--- config.mk ---
export PLATFORM = sky130hd
export DESIGN_NAME = mux_4to1_rr_arbiter
export DESIGN_NICKNAME = d
export VERILOG_FILES = /design/src/rtl/mux_arb_pkg.sv /design/src/rtl/mux_4to1.sv /design/src/rtl/mux_4to1_rr_arbiter.sv
export SDC_FILE = /design/constraint.sdc
export NUM_CORES = 1
export LEC_CHECK = 0
export BUFFER_PORTS_ARGS = -buffer_cell sky130_fd_sc_hd__buf_2
export CORE_ASPECT_RATIO = 0.75
export CORE_UTILIZATION = 37
export CTS_CLUSTER_SIZE = 12
export DETAILED_ROUTE_END_ITERATION = 10
export GPL_TIMING_DRIVEN = 0
export PLACE_DENSITY = 0.74
export SETUP_SLACK_MARGIN = 0.3
export SLEW_MARGIN = 20
export SYNTH_ARGS = -nofsm -noshare
export SYNTH_HDL_FRONTEND = slang
export SYNTH_HIERARCHICAL = 1
export SYNTH_SLANG_ARGS = --single-unit
--- constraint.sdc ---
create_clock -name clk -period 1.85 [get_ports clk]
set_clock_uncertainty 0.05 [all_clocks]
set_input_delay 0 -clock clk [delete_from_list [all_inputs] [get_ports clk]]
set_output_delay 0 -clock clk [all_outputs]
set_load 0.02 [all_outputs]
--- src/rtl/mux_arb_pkg.sv ---
// Shared definitions for the four-way round-robin output arbiter:
// requester count, select width, FSM state encoding and the round-robin pick.
package mux_arb_pkg;

    localparam int N_REQ = 4;
    localparam int SEL_W = 2;

    typedef enum logic {
        ARB    = 1'b0,
        LOCKED = 1'b1
    } arb_state_t;

    // Scans from lowest to highest priority so the highest-priority hit is written last.
    function automatic logic [SEL_W-1:0] rr_next(input logic [N_REQ-1:0] valid,
                                                 input logic [SEL_W-1:0] last);
        logic [SEL_W-1:0] idx;
        rr_next = last;
        for (int k = N_REQ; k >= 1; k--) begin
            idx = last + SEL_W'(k);
            if (valid[idx]) rr_next = idx;
        end
    endfunction

endpackage

--- src/rtl/mux_4to1.sv ---
// Plain combinational 4:1 data select used by the arbiter datapath.
module mux_4to1 #(
    parameter int WIDTH = 8
) (
    input  logic [WIDTH-1:0] a,
    input  logic [WIDTH-1:0] b,
    input  logic [WIDTH-1:0] c,
    input  logic [WIDTH-1:0] d,
    input  logic [1:0]       sel,
    output logic [WIDTH-1:0] y
);

    always_comb begin
        case (sel)
            2'd0:    y = a;
            2'd1:    y = b;
            2'd2:    y = c;
            default: y = d;
        endcase
    end

endmodule

--- src/rtl/mux_4to1_rr_arbiter.sv ---
// Round-robin arbiter sharing one registered output channel among four requesters.
// Optional grant retention (lock port, LOCKED state) is enabled by MUX_ARB_LOCK_EN.
module mux_4to1_rr_arbiter
    import mux_arb_pkg::*;
#(
    parameter int WIDTH = 8
) (
    input  logic             clk,
    input  logic             rst,
`ifdef MUX_ARB_LOCK_EN
    input  logic [N_REQ-1:0] lock,
`endif
    input  logic [WIDTH-1:0] a,
    input  logic [WIDTH-1:0] b,
    input  logic [WIDTH-1:0] c,
    input  logic [WIDTH-1:0] d,
    input  logic [N_REQ-1:0] req_valid,
    output logic [N_REQ-1:0] req_ready,
    output logic [WIDTH-1:0] out_data,
    output logic             out_valid,
    input  logic             out_ready,
    output logic [SEL_W-1:0] grant_sel
);

    logic [WIDTH-1:0] data_p1;
    logic             vld_p1;
    logic [SEL_W-1:0] sel_p1;
    logic [SEL_W-1:0] last;
    logic [SEL_W-1:0] win;
    logic [WIDTH-1:0] mux_y;
    logic             can_load;
    logic             grant;

`ifdef MUX_ARB_LOCK_EN
    arb_state_t state;
`endif

    always_comb begin
        can_load = !vld_p1 || out_ready;
        win      = rr_next(req_valid, last);
        grant    = can_load && (|req_valid) && !rst;
`ifdef MUX_ARB_LOCK_EN
        // While locked the pointer is frozen on the owner, so it doubles as the owner index.
        if (state == LOCKED) begin
            win   = last;
            grant = can_load && req_valid[last] && !rst;
        end
`endif
        req_ready = '0;
        if (grant) req_ready[win] = 1'b1;
    end

    mux_4to1 #(.WIDTH(WIDTH)) u_mux (
        .a   (a),
        .b   (b),
        .c   (c),
        .d   (d),
        .sel (win),
        .y   (mux_y)
    );

    // p0 -> p1: winner's beat captured into the output register
    always_ff @(posedge clk) begin
        if (rst) begin
            data_p1 <= '0;
            vld_p1  <= 1'b0;
            sel_p1  <= '0;
            last    <= '1;
`ifdef MUX_ARB_LOCK_EN
            state   <= ARB;
`endif
        end else begin
            if (grant) begin
                data_p1 <= mux_y;
                vld_p1  <= 1'b1;
                sel_p1  <= win;
            end else if (can_load) begin
                vld_p1  <= 1'b0;
            end
`ifdef MUX_ARB_LOCK_EN
            case (state)
                ARB: begin
                    if (grant) begin
                        last <= win;
                        if (lock[win]) state <= LOCKED;
                    end
                end
                LOCKED: begin
                    if (can_load && !req_valid[last]) state <= ARB;
                    else if (grant && !lock[last])    state <= ARB;
                end
                default: state <= ARB;
            endcase
`else
            if (grant) last <= win;
`endif
        end
    end

    assign out_data  = data_p1;
    assign out_valid = vld_p1;
    assign grant_sel = sel_p1;

endmodule

* Word level (Yosys, flattened, before mapping)
Index checks and enable logic that the tools add are counted.
** Word-level totals
- Bits in registers :: 13
- Input bits :: 39
- Output and inout bits :: 15
- Word-level logic and storage cells :: 38
** Cells by class
- Add/subtract/negate cells :: 3
- Order comparisons :: 5
- Eq/ne operators :: 2
- Muxes and demuxes :: 15
- Reduce and logical (&&, ||, !) cells :: 9
** Operator list (number)
- case mux 8 bit (3 select lines) :: 1
- < comparator 2 x 3 -> 1 bit (second input constant) :: 4
- binary-select mux 1 bit (select 2 bit) :: 3
- two-way mux 1 bit :: 6
- two-way mux 2 bit :: 3
- adder 2 bit (second input constant) :: 2
- two-way mux 4 bit :: 1
- OR reduction 4 bit :: 1
- logical AND 1 bit :: 3
- adder 2 x 1 -> 2 bit (second input constant) :: 1
- demux 1 bit (select 2 bit) :: 1
- equality test 2 x 1 -> 1 bit (second input constant) :: 1
- equality test 2 bit (second input constant) :: 1
- >= comparator 2 x 1 -> 1 bit (second input constant) :: 1
- logical NOT 1 bit :: 2
- logical NOT 2 bit :: 1
- nonzero test 2 bit :: 1
- logical OR 1 bit :: 1

* Depth between registers and ports, before layout
- Word-level depth :: 11
- Gate-level depth with buffers :: 8
- Gate-level depth less buffers :: 7

* By module
The synthesis kept the hierarchy.
** Modules (own cells, without submodules)
- mux_4to1_rr_arbiter :: times used 1, cells an instance 78, area an instance 635.6 um^2, seq. area each 260.2 um^2
- mux_4to1 :: times used 1, cells an instance 10, area an instance 196.4 um^2, seq. area each 0.0 um^2

* Worst setup path before layout
Ideal clock, no wire load.
- Kind :: reg-to-reg
- From :: register last[1]
- To :: register data_p1[2] (netlist: out_data[2])
- Library setup time :: 0.133 ns
- Arrival time :: 1.638 ns
- Required time :: 1.667 ns
- Slack :: 0.028 ns
- Stages on the path, launching flop included :: 9
- Path buffers :: 1
- Clock period less this slack :: 1.822 ns
- Cells stage by stage :: dfxtp_1 nand2b_1 a21oi_1 nor3_4 inv_1 buf_6 mux4_2 nand2_1 a21oi_2
** On the way
- Longest elaborated chain between the ends :: 8
- Elaborated cells on any way between the ends :: 16
- Classes of those cells :: add/sub: 3; eq/ne: 2; mux: 10; reduce/logical: 1
** RTL lines
- start: declaration :: line mux_4to1_rr_arbiter.sv:28 : logic [SEL_W-1:0] last;
- start signal: assignment :: line mux_4to1_rr_arbiter.sv:95 : if (grant) last <= win;
- adder 2 bit :: line mux_arb_pkg.sv:19 : idx = last + SEL_W'(k);
- binary-select mux 1 bit (select 2 bit) :: line mux_arb_pkg.sv:20 : if (valid[idx]) rr_next = idx;
- two-way mux 1 bit (implied by the code) :: line mux_arb_pkg.sv:20
- two-way mux 2 bit (2 in series) :: line mux_arb_pkg.sv:20
- two-way mux 2 bit * :: line mux_arb_pkg.sv:20
- named net win[0] :: line mux_4to1_rr_arbiter.sv:29 : logic [SEL_W-1:0] win;
- equality test 2 bit (tied with other cells) :: line mux_4to1.sv:14 : case (sel)
- case mux 8 bit (3 select lines) * :: line mux_4to1.sv:14
- named net mux_y[2] :: line mux_4to1_rr_arbiter.sv:30 : logic [WIDTH-1:0] mux_y;
- end signal: assignment :: line mux_4to1_rr_arbiter.sv:74 : data_p1 <= mux_y;
- end: declaration :: line mux_4to1_rr_arbiter.sv:25 : logic [WIDTH-1:0] data_p1;
The timed path passes the listed nets; every way through them passes the cells marked *. The select of a mux whose other input is x is not followed.
A chain may end at the register's enable or synchronous reset.

* Final worst setup path
- From :: register last[1]
- To :: output req_ready[2]
** On the way
- Longest elaborated chain between the ends :: 11
- Elaborated cells on any way between the ends :: 18
- Classes of those cells :: add/sub: 3; order compare: 2; mux: 12; reduce/logical: 1
** RTL lines
- adder 2 bit :: line mux_arb_pkg.sv:19
- binary-select mux 1 bit (select 2 bit) :: line mux_arb_pkg.sv:20
- two-way mux 1 bit (implied by the code) :: line mux_arb_pkg.sv:20
- two-way mux 2 bit (2 in series) :: line mux_arb_pkg.sv:20
- two-way mux 2 bit * :: line mux_arb_pkg.sv:20
- named net win[0] :: line mux_4to1_rr_arbiter.sv:29
- < comparator 2 x 3 -> 1 bit (implied by the code) or >= comparator 2 x 1 -> 1 bit (tied branches) :: line mux_4to1_rr_arbiter.sv:50 : if (grant) req_ready[win] = 1'b1;
- logical AND 1 bit (implied by the code) :: line mux_4to1_rr_arbiter.sv:50
- two-way mux 1 bit (implied by the code) :: line mux_4to1_rr_arbiter.sv:50
- demux 1 bit (select 2 bit) * :: line mux_4to1_rr_arbiter.sv:50
- two-way mux 4 bit * :: line mux_4to1_rr_arbiter.sv:50
- end: declaration :: line mux_4to1_rr_arbiter.sv:18 : output logic [N_REQ-1:0] req_ready,
Marked as above.

==> reports/metrics.cfg <==
[status]
status = finished with violations
violations = design-rule violations, negative setup slack

[cells_and_area]
final_area_um2 = 1378
syn_to_final_growth_pct = 65.56
drive_gt1_frac = 0.6863
multi_input_area_um2 = 610.6
fin_nets = 193
diodes = 0
fillers = 169
register_area_um2 = 269.0

[setup_path]
crit_type = reg -> out
reg2reg_setup_slack_ns = 0.03
cp-end-kind = primary output
r2r-start = last[1]
cp_max_fo = 7
slowest_delay_ns = 0.40
required_ns = 1.80
crit_chain = nand2b_4 -> a21oi_4 -> nor3_4 -> inv_2 -> buf_4 -> nor4_2 -> buf_4
reg2regPathDepth = 8
cpMostUsedCell = buf_4
critPathSlowestCell = dfxtp_4
start_kind = flop
worstReg2RegEnd = out_data[5]
cp_data_arrival_time_ns = 1.80

[power_and_ir_drop]
ir_drop_mv = 0.4040
p_leak_nw = 0.6417
finalPower_w = 0.001009
p_per_area_nw_per_um2 = 732.7

[clock_network]
clockBufferDepth = 2
clkLatencyLatePin_ns = 0.29
cts_buffers = 3
clkTransAtPathRegs_ns = 0.09
cts_tree = built
cts.root.buffer_cell = clkbuf_4
cts_sinks = 13
htreeDepth = 1

[synth]
synth_warnings = 6
synth_area_um2 = 832.0
ys_types = 24
ys_seq_area_frac = 0.3128
synth_top_family_by_area = simple AND/OR/NAND/NOR gates
synth_compound_area_frac = 0.1398
synthAdderAreaFrac = 0
synth_area_per_cell_um2 = 9.455
yosys_register_bits = 13
synth-simple-area-share = 0.2466
ys_top_cells_by_area = dfxtp_1 31%, mux4_2 22%, nand2_1 7.7%
synth_xor_area_frac = 0
syn_nets = 127
synth_mux_area_frac = 0.2165
syn_inst = 88
synth_top_area_cell = dfxtp_1
synth_top_cell_area_share = 0.3128

[placed_design]
dp_slack_ns = 0.01697
place_area_um2 = 1175
dp.final_hpwl_um = 1820
portBuffers = 53
place_congestion = 0.7881

[global_route]
overflow = 0
grt_max_degree = 11
grt_usage = 0.2276
grt_pass1_vias = 926
antenna_found_initial = 0
grt_pass1_wl_um = 4236

[detailed_routing]
first_pass_iters = 7
drt_wl_total_um = 2582
viasPerCell = 5.311
drcViolationCount = 2
dr_total_vias = 940
drtIter0Drc = 33
ant_nets = 0
routedWlPerCell_um = 14.59

[sta]
layout_min_cycle_time_ns = 1.853
hold_slack_ns = 0.07763
final_hold_viol_count = 0
fmax_ghz = 0.5396
maxSlewHeadroom = 0.5879
tightestPinTransition_ns = 0.6181
finalWorstSetupSlack_ns = -0.003212
rsz0062_at_grt = true
drv_slew = 0
post-route-period-util = 1.002
setup_viol = 1

[min_path]
min-delay-start = req_valid[0]
hold_class = in -> reg
whs_endpoint = out_valid
hold_depth = 4

[flow_run]
maxCapViolations = 0

[floorplan]
start_util = 0.4025
num_rows = 14
chipWidth_um = 56.76
die_area_um2 = 2444
fp.dieH_um = 43.07
io_pins = 54
core_um2 = 2067

-- cells by family after synthesis --
| logic type | Yosys count |
|---|---|
| flip-flops | 13 |
| buffers and inverters | 10 |
| multiplexers | 8 |
| AND/OR/NAND/NOR | 38 |
| AO/OA/AOI/OAI | 19 |
-- flip-flops by register name, summed over array words and instances, names as in the netlist --
signal / cells
out_data: 8
last: 2
out_valid: 1
grant_sel: 2
-- report_power, final --
part / switching [W] / leakage (nW) / internal, W / total [W]
combinational: 0.000238 / 0.516 / 0.000247 / 0.000486
sequential: 0.0000242 / 0.108 / 0.000317 / 0.000341
clock: 0.000103 / 0.0177 / 0.0000805 / 0.000183
total: 0.000365 / 0.642 / 0.000644 / 0.00101
-- cell usage in the layout (no fill, tap or decap), types with 2 or more instances in the layout --
cell      Yosys  routed
a21oi_1       8       4
a21oi_2       4       6
a21oi_4       0       2
buf_12        1       3
buf_2         0      50
buf_4         0       9
clkbuf_4      0       3
dfxtp_1      13      10
dfxtp_4       0       2
inv_1         4       2
mux4_2        8       8
nand2_1      17      11
nand2_2       0       5
nand2b_1      4       2
nand2b_4      0       2
nor2_1        4       4
nor4_1        5       2
nor4_2        1       2
nor4_4        0       2
o21ai_0       4       4
-- how the worst max path moves through the flow --
| stage | startpoint | to | slack, ns |
|---|---|---|---|
| 2_1_floorplan | last[0] | out_data[2] | 0.16 |
| 3_3_place_gp | last[0] | out_data[5] | 0.06 |
| 3_5_place_dp | last[1] | out_data[5] | 0.02 |
| 4_1_cts | last[1] | out_data[5] | 0.05 |
| 5_1_grt | last[1] | req_ready[2] | -0.11 |
| 6_report | last[1] | req_ready[2] | -0.003 |
-- critical path: cells and delay by family, from the launching register on --
kind                   cells  cell delay, ns
AND/OR/NAND/NOR            3            0.63
buffers and inverters      3            0.42
flip-flops                 1            0.40
AO/OA/AOI/OAI              1            0.06
-- cell type report --
type	count	share of cell area
multi-input combinational	65	0.4432
timing repair buffer	61	0.2525
clock inverter	1	0.003633
inverter	4	0.01272
buffer	6	0.05450
tap	24	0.02180
clock buffer	3	0.01635
sequential	13	0.1953
-- cell usage after synthesis --
| cell | n |
|---|---|
| dfxtp_1 | 13 |
| clkbuf_2 | 1 |
| nor2_1 | 4 |
| or2_1 | 1 |
| nor2b_1 | 2 |
| nor4_1 | 5 |
| buf_12 | 1 |
| mux4_2 | 8 |
| inv_1 | 4 |
| a21oi_2 | 4 |
| or2_4 | 1 |
| nor3_4 | 1 |
| nand2b_1 | 4 |
| nor3_1 | 1 |
| o21ai_0 | 4 |
| buf_6 | 2 |
| nand2_1 | 17 |
| a31o_1 | 1 |
| a21boi_0 | 1 |
| nor4_2 | 1 |
| a21oi_1 | 8 |
| and3b_1 | 1 |
| clkbuf_1 | 2 |
| o21ai_1 | 1 |
-- layer usage --
layer | GRT usage | wire [um]
met2 | 0.3881 | 1358
met3 | 0.07622 | 181
met1 | 0.2724 | 1027
met5 | 0 | 0
met4 | 0.07317 | 15
-- through the flow --
step                  util   TNS (ns)  instances
finish              0.6665  -0.003212        177
global route        0.6665    -0.1366        177
CTS                 0.6386          0        177
detailed placement  0.5684          0        165
global placement    0.5684          0        165
floorplan                -          0         88
-- timing repair --
item / 4_1_cts / 5_1_grt
pin swaps: 3 / 1
setup endpoints to repair: 12 / 14
gates cloned: 0 / 0
hold endpoints to repair: 1 / 0
gates resized for setup: 11 / 17
hold buffers: 1 / 0
setup buffers: 7 / 0
(Power assumes the default switching activity.)
